**src/rtl/trap_sequencer_pkg.sv**
```systemverilog
// Shared encodings for the trap sequencer: trap status codes, FSM states,
// CSR addresses and exception cause codes.
package trap_sequencer_pkg;

  // Trap status from the exception detector.
  typedef enum logic [2:0] {
    TrapNone       = 3'd0,
    TrapEbreak     = 3'd1,
    TrapEcall      = 3'd2,
    TrapMisaligned = 3'd3,
    TrapIllegal    = 3'd4,
    TrapMret       = 3'd5
  } trap_status_e;

  typedef enum logic [2:0] {
    StIdle,
    StWrMepc,
    StWrMcause,
    StWrMtval,
    StRdMtvec,
    StRdMepc,
    StDebug,
    StRedirect
  } trap_state_e;

  localparam logic [11:0] CsrMtvec  = 12'h305;
  localparam logic [11:0] CsrMepc   = 12'h341;
  localparam logic [11:0] CsrMcause = 12'h342;
  localparam logic [11:0] CsrMtval  = 12'h343;

  localparam int unsigned CauseMisaligned = 0;
  localparam int unsigned CauseIllegal    = 2;
  localparam int unsigned CauseBreakpoint = 3;
  localparam int unsigned CauseEcall      = 11;

  // Exception code for a synchronous trap status; 0 for anything else.
  function automatic int unsigned exc_code(logic [2:0] status);
    case (status)
      TrapEcall:      exc_code = CauseEcall;
      TrapIllegal:    exc_code = CauseIllegal;
      TrapEbreak:     exc_code = CauseBreakpoint;
      default:        exc_code = CauseMisaligned;
    endcase
  endfunction

endpackage

```
**src/rtl/trap_sequencer_irq_priority_encoder.sv**
```systemverilog
// Lowest-index-wins priority encoder over the masked interrupt lines.
module trap_sequencer_irq_priority_encoder #(
  parameter int unsigned NUM_IRQ = 4,
  parameter int unsigned IdxW    = 2
) (
  input  logic [NUM_IRQ-1:0] req_i,
  output logic               valid_o,
  output logic [IdxW-1:0]    idx_o
);

  // Scan from the top down so the lowest set index is the last one written.
  always_comb begin
    valid_o = |req_i;
    idx_o   = '0;
    for (int i = int'(NUM_IRQ) - 1; i >= 0; i--) begin
      if (req_i[i]) idx_o = i[IdxW-1:0];
    end
  end

endmodule

```
**src/rtl/trap_sequencer.sv**
```systemverilog
// Multi-cycle machine-mode trap controller: sequences mepc/mcause/mtval writes
// and the mtvec read on trap entry, mret return, prioritised external
// interrupts with optional vectored dispatch, and an ebreak debug halt.
module trap_sequencer #(
  parameter int unsigned XLEN          = 32,
  parameter int unsigned NUM_IRQ       = 4,
  parameter int unsigned IRQ_CODE_BASE = 16,
  parameter bit          VECTORED_EN   = 1'b1
) (
  input  logic               clk,
  input  logic               reset,
  input  logic [2:0]         trap_status,
  input  logic [XLEN-1:0]    pc,
  input  logic [XLEN-1:0]    bad_value,
  input  logic [NUM_IRQ-1:0] irq,
  input  logic [NUM_IRQ-1:0] irq_mask,
  input  logic               debug_resume,
  input  logic [XLEN-1:0]    csr_read_data,
  output logic               trap_busy,
  output logic               trap_done,
  output logic [XLEN-1:0]    trap_target,
  output logic               csr_write_enable,
  output logic [11:0]        csr_trap_address,
  output logic [XLEN-1:0]    csr_trap_write_data,
  output logic               debug_mode
);
  import trap_sequencer_pkg::*;

  localparam int unsigned IdxW = (NUM_IRQ > 1) ? $clog2(NUM_IRQ) : 1;

  trap_state_e       state_q, state_d;
  logic [XLEN-1:0]   pc_q, pc_d;
  logic [XLEN-1:0]   bad_q, bad_d;
  logic [XLEN-1:0]   cause_q, cause_d;
  logic              in_handler_q, in_handler_d;
  logic              we_q, we_d;
  logic [11:0]       addr_q, addr_d;
  logic [XLEN-1:0]   wdata_q, wdata_d;
  logic              done_q, done_d;
  logic [XLEN-1:0]   target_q, target_d;
  logic              debug_q, debug_d;

  logic              irq_valid;
  logic [IdxW-1:0]   irq_idx;
  logic [XLEN-1:0]   irq_cause;
  logic [XLEN-1:0]   mtvec_base;
  logic              take_event;

  trap_sequencer_irq_priority_encoder #(
    .NUM_IRQ (NUM_IRQ),
    .IdxW    (IdxW)
  ) u_irq_enc (
    .req_i   (irq & irq_mask),
    .valid_o (irq_valid),
    .idx_o   (irq_idx)
  );

  // Next-state, latch and registered-output computation.
  always_comb begin
    state_d      = state_q;
    pc_d         = pc_q;
    bad_d        = bad_q;
    cause_d      = cause_q;
    in_handler_d = in_handler_q;
    we_d         = 1'b0;
    addr_d       = '0;
    wdata_d      = '0;
    done_d       = 1'b0;
    target_d     = '0;
    debug_d      = 1'b0;
    take_event   = 1'b0;

    irq_cause            = XLEN'(IRQ_CODE_BASE) + XLEN'(irq_idx);
    irq_cause[XLEN-1]    = 1'b1;
    mtvec_base           = {csr_read_data[XLEN-1:2], 2'b00};

    unique case (state_q)
      StIdle: begin
        case (trap_status)
          TrapEbreak: begin
            take_event = 1'b1;
            state_d    = StDebug;
            cause_d    = XLEN'(exc_code(trap_status));
            debug_d    = 1'b1;
          end
          TrapEcall, TrapMisaligned, TrapIllegal: begin
            take_event   = 1'b1;
            state_d      = StWrMepc;
            cause_d      = XLEN'(exc_code(trap_status));
            in_handler_d = 1'b1;
            we_d         = 1'b1;
            addr_d       = CsrMepc;
            wdata_d      = pc;
          end
          TrapMret: begin
            take_event = 1'b1;
            state_d    = StRdMepc;
            cause_d    = '0;
            addr_d     = CsrMepc;
          end
          default: begin
            // Interrupts do not nest: a pending line waits until mret.
            if (irq_valid && !in_handler_q) begin
              take_event   = 1'b1;
              state_d      = StWrMepc;
              cause_d      = irq_cause;
              in_handler_d = 1'b1;
              we_d         = 1'b1;
              addr_d       = CsrMepc;
              wdata_d      = pc;
            end
          end
        endcase
        if (take_event) begin
          pc_d  = pc;
          bad_d = bad_value;
        end
      end
      StWrMepc: begin
        state_d = StWrMcause;
        we_d    = 1'b1;
        addr_d  = CsrMcause;
        wdata_d = cause_q;
      end
      StWrMcause: begin
        state_d = StWrMtval;
        we_d    = 1'b1;
        addr_d  = CsrMtval;
        // Interrupts and ecall carry no trap value.
        wdata_d = (cause_q[XLEN-1] || (cause_q == XLEN'(CauseEcall))) ? '0 : bad_q;
      end
      StWrMtval: begin
        state_d = StRdMtvec;
        addr_d  = CsrMtvec;
      end
      StRdMtvec: begin
        state_d  = StRedirect;
        done_d   = 1'b1;
        target_d = mtvec_base;
        // Vectored offset is 4*cause code; the interrupt flag shifts out the top.
        if (VECTORED_EN && cause_q[XLEN-1] && (csr_read_data[1:0] == 2'b01)) begin
          target_d = mtvec_base + {cause_q[XLEN-3:0], 2'b00};
        end
      end
      StRdMepc: begin
        state_d      = StRedirect;
        done_d       = 1'b1;
        target_d     = {csr_read_data[XLEN-1:2], 2'b00};
        in_handler_d = 1'b0;
      end
      StDebug: begin
        if (debug_resume) begin
          state_d  = StRedirect;
          done_d   = 1'b1;
          target_d = pc_q + XLEN'(4);
        end else begin
          debug_d = 1'b1;
        end
      end
      StRedirect: begin
        state_d = StIdle;
      end
      default: begin
        state_d = StIdle;
      end
    endcase

    trap_busy = (state_q != StIdle) || take_event;
  end

  // State and registered outputs with synchronous reset.
  always_ff @(posedge clk) begin
    if (reset) begin
      state_q      <= StIdle;
      pc_q         <= '0;
      bad_q        <= '0;
      cause_q      <= '0;
      in_handler_q <= 1'b0;
      we_q         <= 1'b0;
      addr_q       <= '0;
      wdata_q      <= '0;
      done_q       <= 1'b0;
      target_q     <= '0;
      debug_q      <= 1'b0;
    end else begin
      state_q      <= state_d;
      pc_q         <= pc_d;
      bad_q        <= bad_d;
      cause_q      <= cause_d;
      in_handler_q <= in_handler_d;
      we_q         <= we_d;
      addr_q       <= addr_d;
      wdata_q      <= wdata_d;
      done_q       <= done_d;
      target_q     <= target_d;
      debug_q      <= debug_d;
    end
  end

  assign trap_done           = done_q;
  assign trap_target         = target_q;
  assign csr_write_enable    = we_q;
  assign csr_trap_address    = addr_q;
  assign csr_trap_write_data = wdata_q;
  assign debug_mode          = debug_q;

endmodule

```
**config.mk**
```make
export PLATFORM = sky130hd
export DESIGN_NAME = trap_sequencer
export DESIGN_NICKNAME = d
export VERILOG_FILES = /design/src/rtl/trap_sequencer_pkg.sv /design/src/rtl/trap_sequencer_irq_priority_encoder.sv /design/src/rtl/trap_sequencer.sv
export SDC_FILE = /design/constraint.sdc
export NUM_CORES = 1
export LEC_CHECK = 0
export BUFFER_PORTS_ARGS = -buffer_cell sky130_fd_sc_hd__buf_4
export CORE_ASPECT_RATIO = 1.75
export CORE_UTILIZATION = 40
export DETAILED_ROUTE_END_ITERATION = 6
export GPL_ROUTABILITY_DRIVEN = 0
export SLEW_MARGIN = 10
export SYNTH_ARGS = -nofsm -noshare
export SYNTH_HDL_FRONTEND = slang
export SYNTH_SLANG_ARGS = --single-unit
```
**constraint.sdc**
```tcl
create_clock -name clk -period 2.75 [get_ports clk]
set_input_delay 0.275 -clock clk [delete_from_list [all_inputs] [get_ports clk]]
set_output_delay 0.275 -clock clk [all_outputs]
set_load 0.01 [all_outputs]
```
==> impl_results.md, run 1 <==
* First-pass GRT wire length at 30,700 µm
* Routed vias at 6,207
* Synth Instances at 758
* Die height at 170 µm
* Post-route setup slack at 0.192 ns
* Met1 usage at 26.4%
* #FFs+latches synth at 144
* Routed len/inst at 17.3 µm
* Htree depth at 4
* Tcrit/Tclk final at 93.0%
* Initial Util at 41.3%
* Post-CTS Hold Fix Bufs at 0
* CP startpoint kind: flop
* Post-CTS setup buffers at 0
* Drt pass-1 iters at 7
* Unique masters post-synth at 57
* Synth area leader: dfxtp_1
* Die W at 97.7 µm
* Worst setup EP type: flop
* Layout cells sized above 1 at 26.6%
* Worst-path clk slew at 0.07 ns
* Initial antenna violation count at 0
* RSZ-0062 raised after global routing: false
* # port buffers at 183
* Clk Latency, worst-skew pair at 0.42 ns
* Cts bufs inserted at 17
* Final Power at 0.00658 W
* I/O Pins at 190
* Fin crit period at 2.56 ns
* Worst hold path type: in -> reg
* Mux cell area share after synthesis at 0.488%
* GRT Total Usage at 23.5%
* Maximum net fanout on the critical path at 7
* Static leakage at 3.39 nW
* Final hold vios at 0
* Largest family of logic cells by synthesized area: simple AND/OR/NAND/NOR gates
* EDFF count, synth at 0
* PwrDens at 772 mW/mm²
* # rows at 60
* Endpoints failing setup at 0
* Layout area overhead at 32.8%
* Synth area leaders: dfxtp_1, nand2_1, a21oi_1, xnor2_1, a22o_1
* GRT overflow at 0
* Root buf cell: clkbuf_16
* Clock skew at 0.0102 ns
* GRT Max-Usage Layer: met2
* Netlist Area Pre-Place at 0.00642 mm²
* Routing usage on met2 at 42.8%
* Vias in the first global route at 6,065
* Asr flop ratio synth at 0%
* Die area at 0.0166 mm²
* Synth top area share at 44.9%
* Yosys warns at 0
* Crit path cell chain: ha_1 > fa_1 > a311oi_1 > or4b_1 > or4_1 > nand3_1 > a31oi_1
* Avg Cell Area, Syn at 8.46 µm²
* Sequential element share of the synthesized area at 44.9%
* Worst-Margin Slew at 1.19 ns
* Post-Synth Adder-Cell Area at 1.48%
* Buf/Inv on CP at 0
* Post-Synth Simple-Gate Area at 23.4%
* Status: complete, but fails checks
* Worst slack, placed at 0.256 ns
* Detailed Route Iter0 Violations at 372
* Delay of the slowest critical-path stage at 0.72 ns
* CTS tree: yes
* CP Class: reg -> reg
* TNS Setup at 0 ns
* Slew Viols, Final at 0
* Worst Path Arrival at 2.85 ns
* Hpwl dp at 14,500 µm
* Pin count of the biggest net entering global routing at 65
* DRC viols at 22
* Final nets at 1,044
* CP delay by family, top: simple AND/OR/NAND/NOR gates
* Slowest-stage cell, CP: or4b_1
* VDD IR max at 0.000427 V
* CTS resizes at 0
* Max cap viols at 0
* Post-Synth XOR/XNOR Area at 6.69%
* Post-DRT Antenna Nets at 0
* Slew HR at 20.7%
* Largest buffer count on any clock path at 2
* Clock sink total at 144
* Detailed Route WL at 19,500 µm
* Max Clock Freq at 391 MHz
* R2R setup slack at 0.19 ns
* CP required at 3.05 ns
* Diode count at 0
* M3 GR Usage at 3.95%
* DR vias/cell at 5.51
* Placeable Area at 0.0155 mm²
* Failing checks: design-rule violations
* Ys flop type: dfxtp_1
* Synth Area in Compound Gates at 18.2%
## registers in the layout (all words and copies together), names as in the netlist
register             count
debug_mode               1
trap_done                1
trap_target             32
csr_trap_write_data     32
pc_q                    32
in_handler_q             1
csr_trap_address         5
bad_q                   32
cause_q                  4
csr_write_enable         1
state_q                  3
## logic make-up after synthesis
logic type / after synthesis
and+or+nand+nor: 305
AOI/OAI and AO/OA: 179
DFF: 144
buffers and inverters: 70
xor gates and xnor gates: 49
adders and majority gates: 7
muxes: 3
other: 1
## layout by cell type, fill, tap and decap left out, drive strengths merged, types with 3 or more instances in the layout
cell type / instances
nor2: 22
and2: 3
and4: 9
or3: 6
xnor2: 35
o21ai: 8
a32oi: 3
a21oi: 75
nand3b: 3
and3: 5
a22oi: 7
or4: 5
nand3: 24
a211oi: 4
nor3: 16
a21o: 6
a311oi: 3
dfxtp: 144
o2bb2ai: 5
a31oi: 8
nor4: 20
buf: 199
nand2b: 6
ha: 6
nand4: 14
nand2: 163
o22ai: 20
nor2b: 3
inv: 27
clkbuf: 17
xor2: 14
conb: 6
a22o: 27
## final cells by class
type / count / area (µm²)
Fill cell: 1505 / 7020
Multi-Input combinational cell: 549 / 3270
Sequential cell: 144 / 2880
Timing Repair Buffer: 199 / 1490
Clock buffer: 17 / 425
Tap cell: 186 / 233
Clock inverter: 15 / 161
Inverter: 16 / 60.1
## synth_stat cells, types with 7 or more instances
cell	number
nand2_1	163
dfxtp_1	144
a21oi_1	74
xnor2_1	35
clkbuf_1	32
a22o_1	27
nand3_1	24
nor2_1	22
o22ai_1	20
inv_1	16
nor3_1	16
buf_2	14
xor2_1	14
nand4_1	13
nor4_1	12
and4_1	9
a31oi_1	8
nor4_2	8
a22oi_1	7
buf_4	7
o21ai_0	7
## worst register-to-register path, delay by kind of cell, from the launching register on
family                     cells  cell delay (ns)
and+or+nand+nor                3             1.33
DFF                            1             0.39
adders and majority gates      2             0.48
AOI/OAI and AO/OA              2             0.24
## path summary, 6_finish.rpt
check / start / to / depth (start not counted)
worst max-delay path: cause_q[0] / trap_target[28] / 7
worst min register to register: pc_q[1] / trap_target[1] / 2
worst max register to register: cause_q[0] / trap_target[28] / 7
worst min-delay path: pc[1] / csr_trap_write_data[1] / 2
## through the flow
| step | utilization (%) | instance area [µm²] | hold slack (ns) | std cells |
|---|---|---|---|---|
| 2_1_floorplan | - | 6430 | 0.392 | 763 |
| 3_3_place_gp | 51.0 | 7930 | 0.423 | 1094 |
| 3_5_place_dp | 51.0 | 7930 | 0.424 | 1094 |
| 4_1_cts | 54.8 | 8520 | 0.0651 | 1126 |
| 5_1_grt | 54.8 | 8520 | 0.0665 | 1126 |
| 6_report | 54.8 | 8520 | 0.0754 | 1126 |
## power breakdown
part	internal [W]	leakage [nW]	switching (W)	total, W
logic	0.000666	1.92	0.000958	0.00162
clock network	0.00129	0.288	0.00100	0.00230
registers	0.00240	1.18	0.000261	0.00266
## layer usage
layer / vias up / routed length, µm
li1: 3025 / -
met1: 2911 / 7580
met4: 0 / 640
met2: 227 / 10200
met5: - / 0
met3: 44 / 1000
(Power assumes the default switching activity.)
==> run 2, diff against run 1 <==
- CELL_PAD_IN_SITES_DETAIL_PLACEMENT: default -> 1
- CELL_PAD_IN_SITES_GLOBAL_PLACEMENT: default -> 1
- CORE_UTILIZATION: 40 -> 38
- PLACE_DENSITY_LB_ADDON: default -> 0.1
- TNS_END_PERCENT: default -> 1
==> impl_results.md, run 2 (synthesis gave the netlist of run 1 again) <==
* Die W at 100 µm (+2.5%)
* TNS Setup at 0 ns (unchanged)
* Worst slack, placed at 0.230 ns (-0.0259 ns)
* CP startpoint kind: flop
* Die area at 0.0174 mm² (+5.2%)
* Logic pwr share at 26.5% (+1.8 points)
* Most frequent cells in the layout: buf_4, nand2_1, dfxtp_1
* Final hold vios at 0 (unchanged)
* Drt pass-1 iters at 5 (-2)
* DRC viols at 0 (-100%)
* CTS tree: yes
* Endpoints failing setup at 0 (unchanged)
* Layout area overhead at 34.0%
* Internal Power at 0.00437 W (+0.25%)
* Static leakage at 3.40 nW (+0.36%)
* FF+latch area at 0.00288 mm² (unchanged)
* Crit path cell chain: ha_1 > fa_1 > a311oi_1 > or4b_1 > nor4_2 > xnor2_1 > o22ai_1
* CP required at 3.00 ns (-0.05 ns)
* Slew Viols, Final at 0 (unchanged)
* Sw frac at 33.4% (-0.34 points)
* Placeable Area at 0.0164 mm² (+5.8%)
* Fin crit period at 2.62 ns (+0.0601 ns)
* Initial antenna violation count at 0 (unchanged)
* DR vias/cell at 5.34 (-3.1%)
* Layout cells sized above 1 at 26.9% (+0.31 points)
* Vias in the first global route at 6,864 (+13%)
* PwrDens at 764 mW/mm² (-1.1%)
* Cts bufs inserted at 17 (unchanged)
* # rows at 62 (+3.3%)
* Seq pwr share at 40.2% (-0.2 points)
* Slowest-stage cell, CP: or4b_1
* GRT overflow at 0 (unchanged)
* Clk network pwr share at 33.2% (-1.7 points)
* Fill cells at 2,027 (+35%)
* Delay of the slowest critical-path stage at 0.73 ns (about the same)
* # port buffers at 183 (unchanged)
* Clock sink total at 144 (unchanged)
* GRT Total Usage at 25.2% (+1.6 points)
* Hpwl dp at 16,300 µm (+13%)
* Initial Util at 39.0% (-2.3 points)
* Pin count of the biggest net entering global routing at 76 (+17%)
* Psw at 0.00220 W (-1.3%)
* Status: finished clean
* Detailed Route WL at 21,400 µm (+10%)
* VDD IR max at 0.000509 V (+19%)
* Largest buffer count on any clock path at 2 (unchanged)
* CP Class: reg -> reg
* Maximum net fanout on the critical path at 7 (unchanged)
* Worst setup EP type: flop
* Routed vias at 6,241 (+0.55%)
* Slew HR at 19.0% (-1.8 points)
* Detailed Route Iter0 Violations at 183 (-51%)
* Htree depth at 4 (unchanged)
* Max Clock Freq at 382 MHz (-2.3%)
* Final nets at 1,048 (+0.38%)
* First-pass GRT wire length at 34,200 µm (+12%)
* Worst-path clk slew at 0.06 ns (about the same)
* Worst Path Arrival at 2.87 ns (+0.02 ns)
* Commonest non-fill, non-tap cell in the layout: buf_4
* Post-DRT Antenna Nets at 0 (unchanged)
* Root buf cell: clkbuf_16
* Clock skew at 0.0107 ns (+0.000520 ns)
* Post-route setup slack at 0.132 ns (-0.0601 ns)
* Die height at 174 µm (+2.6%)
* Routed len/inst at 18.3 µm (+6.0%)
* Worst-Margin Slew at 1.21 ns (+0.0209 ns)
* Clk Latency, worst-skew pair at 0.41 ns (about the same)
* Worst hold path type: in -> reg
* Post-CTS Hold Fix Bufs at 0 (unchanged)
* Tcrit/Tclk final at 95.2% (+2.2 points)
* RSZ-0062 raised after global routing: false
* Max cap viols at 0 (unchanged)
* Footprint of the multi-input gates at 0.00326 mm² (-0.15%)
* Post-CTS setup buffers at 0 (unchanged)
* I/O Pins at 190 (unchanged)
* Diode count at 0 (unchanged)
* CTS resizes at 0 (unchanged)
-- run 2: cell count changes in the layout (fill, tap and decap cells not counted), sizes merged --
| cell | delta |
|---|---|
| buf | +4 |
| clkinv | +5 |
| clkinvlp | +2 |
| inv | -7 |
-- run 2: worst max-delay path, delay by kind of cell (launching register included) --
kind,cells,cell delay (ns)
AND/OR/NAND/NOR,2,1.09
adder cells (fa/ha/maj),2,0.51
flip-flops,1,0.39
AO/OA/AOI/OAI,2,0.28
XOR/XNOR,1,0.19
-- run 2: worst paths after layout --
kind | start | end | slack [ns] | cells after the start
max reg2reg | cause_q[0] | trap_target[24] | 0.13 | 7
min | pc[0] | csr_trap_write_data[0] | 0.08 | 2
min reg2reg | pc_q[1] | trap_target[1] | 0.44 | 2
max | cause_q[0] | trap_target[24] | 0.13 | 7
-- run 2: cell type report --
| class | count | share of cell area [%] |
|---|---|---|
| Clock buffer | 17 | 4.95 |
| Clock inverter | 15 | 1.59 |
| Inverter | 16 | 0.699 |
| Multi-Input combinational cell | 549 | 37.9 |
| Sequential cell | 144 | 33.5 |
| Tap cell | 224 | 3.26 |
| Timing Repair Buffer | 203 | 18.0 |
-- run 2: stage by stage --
step                hold WS, ns  total power (W)  instances  area, µm²  util [%]
global route             0.0735          0.00692       1168       8590      52.3
detailed placement        0.435          0.00443       1136       8030      48.8
global placement          0.423          0.00436       1136       8030      48.8
finish                   0.0790          0.00657       1168       8590      52.3
CTS                      0.0661          0.00663       1168       8590      52.3
floorplan                 0.392          0.00365        763       6430         -
-- run 2: power groups by stage --
stage / combinational [W] / sequential [W] / clock (W)
after CTS: 0.00176 / 0.00264 / 0.00223
after global routing: 0.00192 / 0.00268 / 0.00232
final: 0.00174 / 0.00264 / 0.00218
after floorplan: 0.000995 / 0.00265 / 0
after detailed placement: 0.00174 / 0.00268 / 0
after global placement: 0.00170 / 0.00266 / 0
-- run 2: metal layers --
layer	GRT usage (%)	vias up	wire, µm
met2	47.1	171	11700
met1	26.6	3020	8140
met3	5.23	35	881
li1	-	3015	-
met5	0	-	0
met4	10.5	0	677
==> run 3, diff against run 2 <==
- CELL_PAD_IN_SITES_DETAIL_PLACEMENT: 1 -> default
- CELL_PAD_IN_SITES_GLOBAL_PLACEMENT: 1 -> default
- CORE_UTILIZATION: 38 -> 52
- PLACE_DENSITY: default -> 0.8
- PLACE_DENSITY_LB_ADDON: 0.1 -> default
==> impl_results.md, run 3 (synthesis gave the netlist of run 1 again) <==
* Post-CTS Hold Fix Bufs at 0 (unchanged)
* Routed vias at 6,251 (+0.16%)
* # port buffers at 183 (unchanged)
* Final hold vios at 0 (unchanged)
* Worst setup EP type: flop
* Worst-Margin Slew at 1.11 ns (-0.0979 ns)
* CP required at 3.05 ns (+0.05 ns)
* DR vias/cell at 5.65 (+5.8%)
* Placeable Area at 0.0120 mm² (-27%)
* DRC viols at 0 (unchanged)
* Status: finished clean
* Worst-path clk slew at 0.06 ns (about the same)
* Root buf cell: clkbuf_16
* CP Class: reg -> reg
* Vias in the first global route at 6,043 (-12%)
* Slew HR at 25.5% (+6.6 points)
* Maximum net fanout on the critical path at 7 (unchanged)
* Fill cells at 947 (-53%)
* Footprint of the multi-input gates at 0.00326 mm² (unchanged)
* Hpwl dp at 13,200 µm (-19%)
* CTS tree: yes
* Diode count at 0 (unchanged)
* TNS Setup at 0 ns (unchanged)
* Max Clock Freq at 393 MHz (+3.0%)
* Endpoints failing setup at 0 (unchanged)
* CTS resizes at 0 (unchanged)
* Tcrit/Tclk final at 92.5% (-2.7 points)
* RR Startpoint: cause_q[0]
* Clk Latency, worst-skew pair at 0.42 ns (about the same)
* Post-DRT Antenna Nets at 0 (unchanged)
* Die W at 86.0 µm (-14%)
* I/O Pins at 190 (unchanged)
* Initial Util at 53.5% (+14 points)
* Commonest non-fill, non-tap cell in the layout: buf_4
* Crit path cell chain: ha_1 > fa_1 > a311oi_1 > or4b_1 > or4_1 > nand3_1 > a31oi_1
* Static leakage at 3.40 nW (+0.11%)
* Final Power at 0.00668 W (+1.7%)
* Pin count of the biggest net entering global routing at 76 (unchanged)
* Routed len/inst at 16.4 µm (-10%)
* Critical Path Start: cause_q[0]
* Htree depth at 4 (unchanged)
* Die area at 0.0128 mm² (-27%)
* Initial antenna violation count at 0 (unchanged)
* PwrDens at 782 mW/mm² (+2.3%)
* Layout area overhead at 33.1%
* Largest buffer count on any clock path at 2 (unchanged)
* Post-CTS setup buffers at 0 (unchanged)
* GRT Total Usage at 28.7% (+3.6 points)
* Layout cells sized above 1 at 26.7% (-0.23 points)
* Buf/Inv on CP at 0 (unchanged)
* Slowest-stage cell, CP: or4b_1
* Worst Path Arrival at 2.84 ns (-0.03 ns)
* Slew Viols, Final at 0 (unchanged)
* Detailed Route Iter0 Violations at 398 (+120%)
* Delay of the slowest critical-path stage at 0.73 ns (about the same)
* CP delay by family, top: simple AND/OR/NAND/NOR gates
* Detailed Route WL at 18,200 µm (-15%)
* Most frequent cells in the layout: buf_4, nand2_1, dfxtp_1
* GRT overflow at 0 (unchanged)
* Inst Count DP at 1,074 (-5.5%)
* RSZ-0062 raised after global routing: false
* Drt pass-1 iters at 6 (+1)
* Fin crit period at 2.54 ns (-0.0755 ns)
* Max cap viols at 0 (unchanged)
* Worst hold path type: in -> reg
* Final nets at 1,045 (-0.29%)
* Non-filler cells, final at 1,106 (-5.3%)
* # rows at 53 (-15%)
* First-pass GRT wire length at 28,700 µm (-16%)
* Clock sink total at 144 (unchanged)
* Cts bufs inserted at 17 (unchanged)
* Clock skew at 0.00936 ns (-0.00138 ns)
* Worst Hold Launch: pc[0]
* Post-Route Hold Slack at 0.0717 ns (-0.00732 ns)
* Die height at 149 µm (-14%)
* FF+latch area at 0.00288 mm² (unchanged)
* CP startpoint kind: flop
* VDD IR max at 0.000539 V (+5.9%)
-- run 3: cell types whose count changed in the layout (fill, tap and decap cells not counted), sizes merged --
cell,before,now
bufinv,1,3
buf,203,200
clkinv,7,4
inv,20,21
-- run 3: path summary, 6_finish.rpt --
| path | cells after the start | slack (ns) | to |
|---|---|---|---|
| worst max-delay path | 7 | 0.21 | trap_target[28] |
| worst min-delay path | 2 | 0.07 | csr_trap_write_data[0] |
| worst max register to register | 7 | 0.21 | trap_target[28] |
| worst min register to register | 2 | 0.44 | trap_target[0] |
-- run 3: stage by stage --
step	instance area (µm²)	worst slack [ns]	utilization, %
4_1_cts	8540	0.236	71.2
5_1_grt	8540	0.101	71.2
6_report	8540	0.207	71.2
2_1_floorplan	6430	0.505	-
3_3_place_gp	7940	0.322	66.1
3_5_place_dp	7940	0.250	66.1
-- run 3: area by class of cell --
cell class                      count  area share (%)
Timing Repair Buffer              200            17.9
Sequential cell                   144            33.7
Clock buffer                       17            4.98
Inverter                           16           0.703
Multi-Input combinational cell    549            38.2
Clock inverter                     15            2.11
Tap cell                          165            2.42
-- run 3: layer usage --
layer	vias to the layer above	global-route usage, %	wire length [µm]
met5	-	0	0
met4	0	16.4	732
met3	64	5.70	1050
met2	284	50.9	9670
met1	2891	31.3	6710
li1	3012	-	-
-- run 3: power breakdown --
part / total, W / switching, W / internal (W) / leakage (nW)
registers: 0.00265 / 0.000245 / 0.00240 / 1.18
logic: 0.00166 / 0.000962 / 0.000699 / 1.94
clock network: 0.00237 / 0.000933 / 0.00144 / 0.291
total: 0.00668 / 0.00214 / 0.00454 / 3.40
